===== config.mk =====
export PLATFORM = sky130hd
export DESIGN_NAME = mchan_cmd_splitter
export DESIGN_NICKNAME = d
export VERILOG_FILES = /design/src/rtl/mchan_cmd_splitter.sv
export SDC_FILE = /design/constraint.sdc
export NUM_CORES = 1
export LEC_CHECK = 0
export BUFFER_PORTS_ARGS = -buffer_cell sky130_fd_sc_hd__buf_2
export CORE_AREA = 2 2 97 90
export CTS_CLUSTER_DIAMETER = 120
export CTS_CLUSTER_SIZE = 12
export DETAILED_ROUTE_END_ITERATION = 8
export DIE_AREA = 0 0 99 92
export GPL_ROUTABILITY_DRIVEN = 0
export PLACE_DENSITY = 0.84
export SETUP_SLACK_MARGIN = 0.5
export SYNTH_ARGS = -nofsm -noshare
export SYNTH_HDL_FRONTEND = slang
export SYNTH_SLANG_ARGS = --single-unit

===== constraint.sdc =====
create_clock -name clk_i -period 3.4 [get_ports clk_i]
set_clock_uncertainty 0.05 [all_clocks]
set_input_delay 1.02 -clock clk_i [delete_from_list [all_inputs] [get_ports clk_i]]
set_output_delay 1.02 -clock clk_i [all_outputs]
set_load 0.01 [all_outputs]

===== src/rtl/mchan_cmd_splitter.sv =====
// Pops MCHAN transfer commands one at a time and splits them into bus fragments of at most
// MAX_BURST_BYTES. Define MCHAN_SPLIT_BOUNDARY_EN to also keep fragments inside 2^BOUNDARY_LOG2 regions.
module mchan_cmd_splitter #(
  parameter int unsigned ADDR_WIDTH      = 32,
  parameter int unsigned LEN_WIDTH       = 16,
  parameter int unsigned TID_WIDTH       = 4,
  parameter int unsigned MAX_BURST_BYTES = 256,
  parameter int unsigned BOUNDARY_LOG2   = 12,
  localparam int unsigned CMD_WIDTH      = 1 + TID_WIDTH + LEN_WIDTH + ADDR_WIDTH
) (
  input  logic                  clk_i,
  input  logic                  rst_ni,
  input  logic [CMD_WIDTH-1:0]  cmd_dat_i,
  input  logic                  cmd_gnt_i,
  output logic                  cmd_req_o,
  output logic                  frag_valid_o,
  input  logic                  frag_ready_i,
  output logic [ADDR_WIDTH-1:0] frag_addr_o,
  output logic [LEN_WIDTH-1:0]  frag_len_o,
  output logic [TID_WIDTH-1:0]  frag_tid_o,
  output logic                  frag_opc_o,
  output logic                  frag_last_o,
  output logic                  busy_o
);

  typedef enum logic {IDLE = 1'b0, SPLIT = 1'b1} state_e;

`ifdef MCHAN_SPLIT_BOUNDARY_EN
  localparam bit BoundaryEn = 1'b1;
`else
  localparam bit BoundaryEn = 1'b0;
`endif

  localparam logic [LEN_WIDTH-1:0]   MaxLen  = LEN_WIDTH'(MAX_BURST_BYTES);
  localparam logic [BOUNDARY_LOG2:0] BndSize = {1'b1, {BOUNDARY_LOG2{1'b0}}};

  state_e                state_q, state_d;
  logic [ADDR_WIDTH-1:0] cur_addr_q, cur_addr_d;
  logic [LEN_WIDTH-1:0]  rem_len_q, rem_len_d;
  logic [TID_WIDTH-1:0]  tid_q, tid_d;
  logic                  opc_q, opc_d;

  logic                  cmd_opc;
  logic [TID_WIDTH-1:0]  cmd_tid;
  logic [LEN_WIDTH-1:0]  cmd_len;
  logic [ADDR_WIDTH-1:0] cmd_addr;

  logic [BOUNDARY_LOG2:0] bnd_room;
  logic [LEN_WIDTH-1:0]   burst_len;
  logic [LEN_WIDTH-1:0]   frag_len;
  logic                   frag_last;
  logic                   cmd_pop;
  logic                   frag_hs;

  assign {cmd_opc, cmd_tid, cmd_len, cmd_addr} = cmd_dat_i;

  // Fragment size depends on registers only, so the downstream sees no input-to-output path.
  assign bnd_room  = BndSize - {1'b0, cur_addr_q[BOUNDARY_LOG2-1:0]};
  assign burst_len = (rem_len_q < MaxLen) ? rem_len_q : MaxLen;
  assign frag_len  = (BoundaryEn && (LEN_WIDTH'(bnd_room) < burst_len)) ? LEN_WIDTH'(bnd_room)
                                                                        : burst_len;
  assign frag_last = (state_q == SPLIT) && (rem_len_q == frag_len);

  assign cmd_pop = cmd_req_o & cmd_gnt_i;
  assign frag_hs = frag_valid_o & frag_ready_i;

  // NOTE: sequential state is written with non-blocking assignments only, so every register
  // samples the pre-edge value of every other register regardless of process ordering.
  always_ff @(posedge clk_i or negedge rst_ni) begin
    if (!rst_ni) begin
      state_q    <= IDLE;
      cur_addr_q <= '0;
      rem_len_q  <= '0;
      tid_q      <= '0;
      opc_q      <= 1'b0;
    end else begin
      state_q    <= state_d;
      cur_addr_q <= cur_addr_d;
      rem_len_q  <= rem_len_d;
      tid_q      <= tid_d;
      opc_q      <= opc_d;
    end
  end

  always_comb begin
    // NOTE: every _d gets a default first; a path that left one unassigned would infer a latch.
    state_d    = state_q;
    cur_addr_d = cur_addr_q;
    rem_len_d  = rem_len_q;
    tid_d      = tid_q;
    opc_d      = opc_q;
    // A pop only happens in IDLE or on the last-fragment handshake, so it always wins here.
    if (cmd_pop) begin
      cur_addr_d = cmd_addr;
      rem_len_d  = cmd_len;
      tid_d      = cmd_tid;
      opc_d      = cmd_opc;
      state_d    = (cmd_len != '0) ? SPLIT : IDLE;
    end else if (frag_hs) begin
      if (frag_last) begin
        state_d = IDLE;
      end else begin
        cur_addr_d = cur_addr_q + ADDR_WIDTH'(frag_len);
        rem_len_d  = rem_len_q - frag_len;
      end
    end
  end

  always_comb begin
    cmd_req_o    = 1'b0;
    frag_valid_o = 1'b0;
    busy_o       = 1'b0;
    unique case (state_q)
      // Masked by reset so no FIFO entry is consumed while the block is held in reset.
      IDLE:  cmd_req_o = cmd_gnt_i & rst_ni;
      SPLIT: begin
        frag_valid_o = 1'b1;
        busy_o       = 1'b1;
        cmd_req_o    = frag_ready_i & frag_last & cmd_gnt_i;
      end
    endcase
  end

  assign frag_addr_o = cur_addr_q;
  assign frag_len_o  = frag_len;
  assign frag_tid_o  = tid_q;
  assign frag_opc_o  = opc_q;
  assign frag_last_o = frag_last;

endmodule

==> summary.md, run 1 <==
| Metric | Value |
|---|---|
| Outcome | finished clean |
| Post-synthesis cell type count | 59 |
| Maximum number of pins on one net before global-route repair | 55 |
| Number of antenna repair diodes | 0 |
| Clock network fraction of total power | 0.111 |
| Area growth from synthesis to layout | 42.5% |
| Arrival @ worst endpoint | 3.50 ns |
| Biggest fanout along the worst timing path | 6 |
| Number of optimization iterations in the first detailed-route pass | 5 |
| # fillers | 633 |
| Asr flop ratio synth | 1.00 |
| Most common cell after layout, fill and taps aside | buf_2 |
| Count of final hold-check violations | 0 |
| Ports | 114 |
| Net switching power figure | 0.00216 W |
| Overall track demand over capacity in global routing | 0.264 |
| Count of antenna-violating nets left after detailed routing | 0 |
| Number of port buffers | 106 |
| Combined flip-flop and latch cell area | 1350 um2 |
| CTS HTree Levels | 2 |
| Total of max-cap violations | 0 |
| Core ar. | 8210 um2 |
| Footprint of the multi-input gates | 2610 um2 |
| Die area | 9110 um2 |
| Most used cells in the layout excluding fill and tap cells | 100 x buf_2, 67 x nand2_1, 54 x dfrtp_1, 51 x buf_4, 30 x nor2_1 |
| Maximum clock frequency | 303 MHz |
| Flops & latches, synth | 54 |
| Detailed-route via count | 4125 |
| Dpl hpwl | 8100 um |
| Period utilisation layout | 0.972 |
| Clock transition at the registers of the reported paths | 0.11 ns |
| DRT iter0 DRCs | 344 |
| Number of synthesis warnings | 0 |
| Root buffer selected by CTS | clkbuf_8 |
| Worst endpoint required time | 3.60 ns |
| Final global-route overflow total | 0 |
| Remaining max-slew budget at the tightest pin | 0.516 |
| Clock latency at the later pin of the worst-skew pair | 0.31 ns |
| Setup Slack @ Placement | -0.0983 ns |
| Vias in the first global route | 3987 |
| Initial antenna violation count | 0 |
| Switching part of the total | 0.454 |
| Part of the Yosys area used for sequential elements | 0.363 |
| Logic depth of the worst register-to-register path | 15 |
| Reg-to-Reg Start | rem_len_q[15] |
| Maximum ir drop on the vdd rail | 0.000511 V |
| Crit path setup slack, layout | 0.0945 ns |
| Die width | 99 um |
| Pin slew with the least headroom to its limit | 0.726 ns |
| Cell count after placement | 651 |
| Count of mapped cells out of synthesis | 433 |
| Sequential Power Share | 0.273 |
| Critical path class | reg2reg |
| Critical path capture point type | register |
| End point of the critical path | frag_addr_o[24] |
| Startpoint type of the worst setup path | register |
| Final wirelength | 12300 um |
| Most instantiated flip-flop cell in the synthesis netlist | dfrtp_1 |
| Global-route wire length before repair | 19700 um |
| Synthesized cell area | 3720 um2 |
| Largest buffer count on any clock path | 2 |
| Clk sinks | 54 |
| Number of nets in the final layout | 668 |
| Count of unresolved DRC violations after routing | 0 |
| Setup repair after global routing missed its margin | true |
| Number of placement rows | 32 |
| Starting Density | 0.454 |
| Routed wire length per instance | 17.7 um |
| Vias per std cell | 5.93 |
| Hold_buf cts | 0 |
| Logic gate share of total power | 0.616 |
| Share of post-route cells with drive strength above 1 | 0.399 |
| Number of buffers created by CTS | 5 |
| CTS tree | built |
| Fin. max-slew vios | 0 |
| Number of flops mapped to enable cells by yosys | 0 |
| Leakage power figure | 2.50 nW |
| Worst hold path type | reg2reg |
| Post-route minimum period | 3.31 ns |
| Final instance count without filler cells | 696 |
| Pint | 0.00260 W |
| Avg Inst Size Synth | 8.60 um2 |
| Final-report setup violation count | 0 |
| Reg-to-reg critical path endpoint | frag_addr_o[24] |
| Source of the critical timing path | rem_len_q[15] |
| Setup slack of the worst register-to-register path | 0.09 ns |
| Pwr dens | 898 nW/um2 |
| Chip Height | 92 um |
==> kinds of logic after synthesis <==
| family | after synthesis | share of synthesized area |
|---|---|---|
| AO/OA/AOI/OAI | 127 | 0.241 |
| XOR/XNOR | 15 | 0.0353 |
| adder cells (fa/ha/maj) | 18 | 0.0625 |
| buffers and inverters | 33 | 0.0494 |
| flip-flops | 54 | 0.363 |
| multiplexers | 2 | 0.00605 |
| other | 2 | 0.00202 |
| AND/OR/NAND/NOR | 182 | 0.240 |
==> Yosys cell counts (2+ instances only) <==
cell / number / area [um2]
dfrtp_1: 54 / 1350
nor3b_1: 2 / 15.0
nor3_1: 13 / 65.1
a32oi_1: 3 / 26.3
o21a_1: 4 / 30.0
or4_1: 5 / 37.5
nand3_1: 13 / 65.1
xnor2_1: 5 / 43.8
nor2_1: 36 / 135
a211oi_1: 5 / 37.5
a221o_1: 10 / 100
nand4_1: 4 / 25.0
buf_2: 6 / 30.0
or2_2: 2 / 12.5
a22oi_1: 16 / 120
o311ai_0: 3 / 26.3
o211ai_1: 4 / 30.0
conb_1: 2 / 7.51
buf_4: 12 / 90.1
and2_1: 10 / 62.6
nand2_1: 70 / 263
o31ai_1: 4 / 30.0
nor4_1: 9 / 56.3
inv_1: 5 / 18.8
or3_1: 3 / 18.8
xor2_1: 10 / 87.6
mux2_2: 2 / 22.5
nor4_2: 2 / 25.0
clkbuf_1: 8 / 30.0
and3_1: 4 / 25.0
a21o_1: 8 / 60.1
a31oi_1: 7 / 43.8
o21ai_0: 29 / 145
a21oi_1: 20 / 100
ha_1: 17 / 213
nand3b_1: 2 / 15.0
nor2_2: 2 / 12.5
==> how the worst min path moves through the flow <==
stage / from / to / slack (ns) / cells past startpoint
floorplan: rem_len_q[5] / rem_len_q[5] / 0.41 / 2
global placement: frag_tid_o[0] / frag_tid_o[0] / 0.40 / 2
detailed placement: frag_tid_o[0] / frag_tid_o[0] / 0.41 / 2
CTS: frag_tid_o[2] / frag_tid_o[2] / 0.45 / 2
global route: frag_tid_o[1] / frag_tid_o[1] / 0.48 / 2
finish: frag_tid_o[2] / frag_tid_o[2] / 0.44 / 2
==> layer usage <==
metal | share of wire | global-route usage | vias to the layer above
li1 | - | - | 1908
met1 | 0.40 | 0.354 | 1985
met2 | 0.51 | 0.447 | 214
met3 | 0.079 | 0.0450 | 18
met4 | 0.013 | 0.0616 | 0
met5 | 0 | 0 | -
==> final cells by class <==
type                       instances  area share
tap                              102      0.0241
clock inverter                     3      0.0130
timing repair buffer             166       0.198
clock buffer                       5      0.0130
sequential                        54       0.255
multi-input combinational        360       0.492
inverter                           6     0.00425
==> flip-flops by register name (all words and copies together) (netlist names) <==
register / count
frag_opc_o: 1
frag_tid_o: 4
rem_len_q: 16
frag_addr_o: 32
state_q: 1
==> worst max-delay path, cell delays in order, from the launching register on <==
cell,delay [ns]
dfrtp_1,0.43
nor4_4,0.34
nand2_2,0.13
nor2_4,0.15
buf_6,0.12
and2_4,0.15
ha_4,0.13
fa_2,0.23
a211oi_4,0.06
nor2_2,0.14
buf_4,0.14
o31ai_4,0.07
a31oi_4,0.26
a31oi_4,0.17
or4_1,0.49
a31oi_1,0.17
==> per-stage QoR <==
step	util	TNS [ns]	area, um2	total power (W)	hold WS, ns
6_report	0.646	0	5300	0.00476	0.441
3_3_place_gp	0.554	0	4550	0.00346	0.404
4_1_cts	0.618	0	5080	0.00448	0.447
5_1_grt	0.646	-0.0215	5300	0.00508	0.475
2_1_floorplan	-	0	3890	0.00282	0.412
3_5_place_dp	0.554	-0.229	4550	0.00357	0.414
==> what timing repair did <==
item                                    4_1_cts  5_1_grt
setup buffers                                24       12
gates cloned                                  1        0
gates resized for setup                      40       36
pin swaps                                    23       17
endpoints found under the setup margin       31       35
==> power groups by stage <==
stage | Sequential, W | Clock (W) | Combinational [W]
after floorplan | 0.00132 | 0 | 0.00150
after global placement | 0.00127 | 0 | 0.00219
after detailed placement | 0.00129 | 0 | 0.00228
after CTS | 0.00129 | 0.000539 | 0.00265
after global routing | 0.00134 | 0.000564 | 0.00317
final | 0.00130 | 0.000528 | 0.00293
Note: power is estimated with default switching activity, not from simulation.
==> run 2: changes to the inputs <==
--- a/config.mk
+++ b/config.mk
@@ -12,7 +12,7 @@
 export DETAILED_ROUTE_END_ITERATION = 8
 export DIE_AREA = 0 0 99 92
 export GPL_ROUTABILITY_DRIVEN = 0
-export PLACE_DENSITY = 0.84
+export PLACE_DENSITY = 0.83
 export SETUP_SLACK_MARGIN = 0.5
 export SYNTH_ARGS = -nofsm -noshare
 export SYNTH_HDL_FRONTEND = slang
==> constraint.sdc (replaced) <==
create_clock -name clk_i -period 2.89 [get_ports clk_i]
set_clock_uncertainty 0.05 [all_clocks]
set_input_delay 0.867 -clock clk_i [delete_from_list [all_inputs] [get_ports clk_i]]
set_output_delay 0.867 -clock clk_i [all_outputs]
set_load 0.01 [all_outputs]
==> summary.md, run 2 (synthesized netlist as in run 1, its figures left out) <==
| Metric | Value |
|---|---|
| Outcome | finished with violations |
| Violated checks | setup timing |
| Crit path max-delay family | simple AND/OR/NAND/NOR gates |
| Global-route wire length before repair | 20000 um (+1.2%) |
| Starting Density | 0.454 (unchanged) |
| Total negative slack | -9.15 ns (-9.15 ns) |
| Period utilisation layout | 1.18 (+0.204) |
| Number of buffers created by CTS | 5 (unchanged) |
| Ports | 114 (unchanged) |
| Reg-to-Reg Start | rem_len_q[13] |
| Pin slew with the least headroom to its limit | 0.739 ns (+0.0137 ns) |
| Buffering stage count on the worst path with inverters included | 3 (+1) |
| Vias per std cell | 6.25 (+5.4%) |
| Biggest fanout along the worst timing path | 7 (+1) |
| Critical path class | reg2reg |
| Overall track demand over capacity in global routing | 0.269 (+0.00527) |
| Area growth from synthesis to layout | 58.4% |
| Clk sinks | 54 (unchanged) |
| Maximum ir drop on the vdd rail | 0.000578 V (+13%) |
| Core ar. | 8210 um2 (unchanged) |
| Most Used Layer, Global Route | met2 |
| Routed wire length per instance | 19.5 um (+10%) |
| Detailed-route via count | 4622 (+12%) |
| Setup repair after global routing missed its margin | true |
| Initial antenna violation count | 0 (unchanged) |
| Vias in the first global route | 4194 (+5.2%) |
| Pwr dens | 1040 nW/um2 (+16%) |
| CP peak stage delay | 0.50 ns (about the same) |
| Final wirelength | 14500 um (+17%) |
| Max FFs per register | 32 (unchanged) |
| Number of placement rows | 32 (unchanged) |
| Leakage power figure | 2.79 nW (+12%) |
| Worst endpoint required time | 3.09 ns (-0.51 ns) |
| GR met1 Demand/Resource | 0.351 (-0.00279) |
| Arrival @ worst endpoint | 3.60 ns (+0.10 ns) |
| Post-route minimum period | 3.40 ns (+0.0938 ns) |
| Number of port buffers | 106 (unchanged) |
| Count of antenna-violating nets left after detailed routing | 0 (unchanged) |
| Reg-to-reg critical path endpoint | frag_addr_o[20] |
| Crit path setup slack, layout | -0.509 ns (-0.604 ns) |
| Startpoint type of the worst setup path | register |
| Die width | 99 um (unchanged) |
| Number of antenna repair diodes | 0 (unchanged) |
| Setup slack of the worst register-to-register path | -0.51 ns (-0.60 ns) |
| Levels on crit path | 16 (+1) |
| CTS HTree Levels | 2 (unchanged) |
| Critical-path top delay cell | or4_1 |
| Critical path capture point type | register |
| Number of optimization iterations in the first detailed-route pass | 6 (+1) |
| Total power consumption of the routed design | 0.00614 W (+29%) |
| Total of max-cap violations | 0 (unchanged) |
| Hold path endpoint | frag_tid_o[0] |
| Final instance count without filler cells | 740 (+6.3%) |
| Share of post-route cells with drive strength above 1 | 0.473 (+0.0744) |
| Largest buffer count on any clock path | 2 (unchanged) |
| Count of unresolved DRC violations after routing | 0 (unchanged) |
| Most used cells in the layout excluding fill and tap cells | 99 x buf_2, 73 x buf_4, 60 x nand2_1, 54 x dfrtp_1, 30 x nor2_1 |
| Number of nets in the final layout | 713 (+6.7%) |
| Clock transition at the registers of the reported paths | 0.11 ns (about the same) |
| Die area | 9110 um2 (unchanged) |
| Count of final hold-check violations | 0 (unchanged) |
| CTS tree | built |
| DRT iter0 DRCs | 531 (+54%) |
| Maximum clock frequency | 294 MHz (-2.8%) |
| GR Layer Usage met3 | 0.0556 (+0.0107) |
| Cell chain of the critical path | nor4_4, nand2_2, nor2_4, buf_6, and2_4, ha_4, fa_2, a211oi_2, nor2_2, o31ai_4, a31oi_2, buf_4, buf_6, a31oi_4, or4_1, nand3_1 |
| Dpl hpwl | 8440 um (+4.2%) |
| Fin. max-slew vios | 0 (unchanged) |
| Remaining max-slew budget at the tightest pin | 0.507 (-0.00911) |
| M2 GR Usage | 0.450 (+0.00338) |
| Hold_sp | frag_tid_o[0] |
| Final-report setup violation count | 32 (+32) |
| Maximum number of pins on one net before global-route repair | 55 (unchanged) |
| Chip Height | 92 um (unchanged) |
| Final global-route overflow total | 0 (unchanged) |
| Clock latency at the later pin of the worst-skew pair | 0.32 ns (about the same) |
| Cells on Worst Hold Path | 2 (unchanged) |
| Cell count after placement | 685 (+5.2%) |
| Most common cell after layout, fill and taps aside | buf_2 |
| Root buffer selected by CTS | clkbuf_8 |
| Worst hold path type | reg2reg |
| Cell seen most often among critical-path stages | buf_6 |
| Hold_buf cts | 0 (unchanged) |
| Setup Slack @ Placement | -0.626 ns (-0.528 ns) |
| Logic depth of the worst register-to-register path | 16 (+1) |
==> run 2: cell type report <==
| cell class | count | area [um2] |
|---|---|---|
| inverters | 6 | 22.5 |
| repair buffers | 209 | 1530 |
| clock buffers | 6 | 82.6 |
| multi-input cells | 362 | 2750 |
| clock inverters | 1 | 30.0 |
| well taps | 102 | 128 |
| fillers | 544 | 2310 |
| flip-flops and latches | 54 | 1350 |
==> run 2: repair_timing <==
action / in CTS / in global routing
resized for setup: 57 / 72
pin swaps: 32 / 42
buffers inserted: 21 / 21
setup endpoints to repair: 53 / 55
cloned: 3 / 3
==> run 2: worst reg2reg max path, delay by kind of cell (launching register included) <==
family	cells	cell delay [ns]
AND/OR/NAND/NOR	7	1.65
AO/OA/AOI/OAI	4	0.44
flip-flops	1	0.42
buffers and inverters	3	0.40
adder cells (fa/ha/maj)	2	0.37
==> run 2: routing by layer <==
layer | part of all wire | wire [um]
met5 | 0 | 0
met2 | 0.49 | 7040
met3 | 0.088 | 1270
met1 | 0.38 | 5510
met4 | 0.045 | 644
==> run 2: power by group <==
group | internal, W | total, W | leakage (nW) | switching (W)
Clock | 0.000278 | 0.000551 | 0.0573 | 0.000273
Combinational | 0.00194 | 0.00406 | 2.07 | 0.00212
Sequential | 0.00111 | 0.00153 | 0.668 | 0.000416
==> run 2: worst max-delay path by stage <==
| stage | end | start | slack [ns] |
|---|---|---|---|
| floorplan | frag_addr_o[16] | rem_len_q[13] | -0.32 |
| global placement | frag_addr_o[22] | rem_len_q[13] | -0.52 |
| detailed placement | frag_addr_o[22] | rem_len_q[13] | -0.63 |
| CTS | frag_addr_o[24] | rem_len_q[15] | -0.32 |
| global route | frag_addr_o[17] | rem_len_q[13] | -0.64 |
| finish | frag_addr_o[20] | rem_len_q[13] | -0.51 |
==> run 2: per-stage QoR <==
step           area [um2]  hold WS [ns]   util
2_1_floorplan        3890         0.412      -
3_3_place_gp         4820         0.404  0.587
3_5_place_dp         4820         0.410  0.587
4_1_cts              5370         0.434  0.654
5_1_grt              5890         0.450  0.718
6_report             5890         0.436  0.718
==> run 3: changes to the inputs <==
--- a/config.mk
+++ b/config.mk
@@ -6,13 +6,13 @@
 export NUM_CORES = 1
 export LEC_CHECK = 0
 export BUFFER_PORTS_ARGS = -buffer_cell sky130_fd_sc_hd__buf_2
-export CORE_AREA = 2 2 97 90
+export CORE_AREA = 2 2 94 87
 export CTS_CLUSTER_DIAMETER = 120
 export CTS_CLUSTER_SIZE = 12
 export DETAILED_ROUTE_END_ITERATION = 8
-export DIE_AREA = 0 0 99 92
+export DIE_AREA = 0 0 96 89
 export GPL_ROUTABILITY_DRIVEN = 0
-export PLACE_DENSITY = 0.83
+export PLACE_DENSITY = 0.84
 export SETUP_SLACK_MARGIN = 0.5
 export SYNTH_ARGS = -nofsm -noshare
 export SYNTH_HDL_FRONTEND = slang
==> constraint.sdc (replaced) <==
create_clock -name clk_i -period 4.1 [get_ports clk_i]
set_clock_uncertainty 0.05 [all_clocks]
set_input_delay 1.23 -clock clk_i [delete_from_list [all_inputs] [get_ports clk_i]]
set_output_delay 1.23 -clock clk_i [all_outputs]
set_load 0.01 [all_outputs]
==> summary.md, run 3 (synthesized netlist as in run 1, its figures left out) <==
| Metric | Value |
|---|---|
| Outcome | finished clean |
| Pint | 0.00175 W (-48%) |
| Pwr dens | 716 nW/um2 (-31%) |
| Biggest fanout along the worst timing path | 5 (-2) |
| Setup repair after global routing missed its margin | false |
| Leakage power figure | 2.17 nW (-22%) |
| Fin. max-slew vios | 0 (unchanged) |
| CTS tree | built |
| Number of antenna repair diodes | 0 (unchanged) |
| Clk sinks | 54 (unchanged) |
| Most common cell after layout, fill and taps aside | buf_2 |
| Period utilisation layout | 0.845 |
| Switching part of the total | 0.462 (+0.00479) |
| Arrival @ worst endpoint | 2.18 ns (-1.42 ns) |
| Ports | 114 (unchanged) |
| Area growth from synthesis to layout | 21.9% |
| Largest buffer count on any clock path | 2 (unchanged) |
| Vias in the first global route | 3427 (-18%) |
| Max FFs per register | 32 (unchanged) |
| Global-route wire length before repair | 16300 um (-19%) |
| Core ar. | 7470 um2 (-9.0%) |
| Maximum ir drop on the vdd rail | 0.000328 V (-43%) |
| Maximum number of pins on one net before global-route repair | 55 (unchanged) |
| Final-report setup violation count | 0 (-100%) |
| Overall track demand over capacity in global routing | 0.240 (-0.0292) |
| Dpl hpwl | 7410 um (-12%) |
| Vias per std cell | 5.97 (-4.5%) |
| Worst endpoint required time | 2.82 ns (-0.27 ns) |
| Fin area | 4540 um2 (-23%) |
| CTS HTree Levels | 2 (unchanged) |
| Clock network fraction of total power | 0.113 (+0.023) |
| Number of placement rows | 30 (-6.3%) |
| DRT iter0 DRCs | 317 (-40%) |
| Clock latency at the later pin of the worst-skew pair | 0.31 ns (about the same) |
| Total negative slack | 0 ns (+9.15 ns) |
| Logic gate share of total power | 0.550 (-0.111) |
| Final wirelength | 10400 um (-28%) |
| Sequential Power Share | 0.336 (+0.087) |
| Initial antenna violation count | 0 (unchanged) |
| Count of antenna-violating nets left after detailed routing | 0 (unchanged) |
| Pin slew with the least headroom to its limit | 1.11 ns (+0.375 ns) |
| Die area | 8540 um2 (-6.2%) |
| Starting Density | 0.498 (+0.0448) |
| Remaining max-slew budget at the tightest pin | 0.256 (-0.251) |
| Startpoint type of the worst setup path | register |
| Number of buffers created by CTS | 5 (unchanged) |
| Critical path class | reg2out |
| Critical path capture point type | output pin |
| Detailed-route via count | 3812 (-18%) |
| Most used cells in the layout excluding fill and tap cells | 106 x buf_2, 70 x nand2_1, 52 x dfrtp_1, 35 x nor2_1, 27 x o21ai_0 |
| Clock transition at the registers of the reported paths | 0.10 ns (about the same) |
| Count of unresolved DRC violations after routing | 0 (unchanged) |
| Count of final hold-check violations | 0 (unchanged) |
| Number of nets in the final layout | 617 (-13%) |
| Worst hold path type | reg2reg |
| Root buffer selected by CTS | clkbuf_8 |
| Total power consumption of the routed design | 0.00325 W (-47%) |
| Number of port buffers | 106 (unchanged) |
| Post-route minimum period | 3.46 ns |
| Placed cell areas | 4320 um2 (-10%) |
| Total of max-cap violations | 0 (unchanged) |
| Net switching power figure | 0.00150 W (-47%) |
| Share of post-route cells with drive strength above 1 | 0.282 (-0.192) |
| Die width | 96 um (-3.0%) |
| Final global-route overflow total | 0 (unchanged) |
| Chip Height | 89 um (-3.3%) |
| Number of optimization iterations in the first detailed-route pass | 6 (unchanged) |
| Maximum clock frequency | 289 MHz |
| Routed wire length per instance | 16.2 um (-17%) |
[run 3: power by group through the flow]
stage	logic [W]	clock network, W	registers (W)
2_1_floorplan	0.00117	0	0.00108
6_report	0.00179	0.000368	0.00109
3_5_place_dp	0.00169	0	0.00108
4_1_cts	0.00171	0.000369	0.00108
3_3_place_gp	0.00165	0	0.00106
5_1_grt	0.00200	0.000393	0.00113
[run 3: per-layer routing]
metal / global-route usage / wire [um] / vias up
li1: - / - / 1806
met1: 0.341 / 4480 / 1790
met2: 0.371 / 4840 / 187
met3: 0.0388 / 820 / 29
met4: 0.0857 / 242 / 0
met5: 0 / 0 / -
[run 3: critical path, cell delays in order (launching register included)]
cell and delay, ns:
dfrtp_1 0.43, or4_4 0.57, o31a_4 0.33, nor2_8 0.17
a31oi_4 0.11, inv_2 0.11, buf_2 0.15
[run 3: worst paths after layout]
kind | start | to | slack (ns) | cells past startpoint
max | rem_len_q[4] | cmd_req_o | 0.64 | 6
min | frag_tid_o[1] | frag_tid_o[1] | 0.43 | 2
max reg2reg | rem_len_q[15] | frag_addr_o[24] | 0.66 | 15
min reg2reg | frag_tid_o[1] | frag_tid_o[1] | 0.43 | 2
max in group asynchronous | rst_ni | rem_len_q[9] | 2.43 | 2
min in group asynchronous | rst_ni | frag_addr_o[1] | 1.06 | 2
[run 3: cell type report]
cell class                      count  area [um2]
Clock inverter                      2        37.5
Tap cell                           96         120
Sequential cell                    54        1350
Clock buffer                        6        72.6
Timing Repair Buffer              116         606
Fill cell                         663        2930
Inverter                            6        22.5
Multi-Input combinational cell    359        2320
[run 3: what timing repair did]
item,in CTS,in global routing
resized for setup,1,19
pin swaps,0,4
buffers inserted,0,2
gates cloned,0,0
hold buffers,0,0
setup endpoints to repair,2,17
[run 3: metrics by stage]
step	util	hold slack (ns)	std cells	setup slack, ns
finish	0.607	0.432	639	0.637
global route	0.607	0.466	639	0.469
CTS	0.594	0.436	637	0.516
detailed placement	0.578	0.411	629	0.507
global placement	0.578	0.406	629	0.590
floorplan	-	0.404	446	0.630
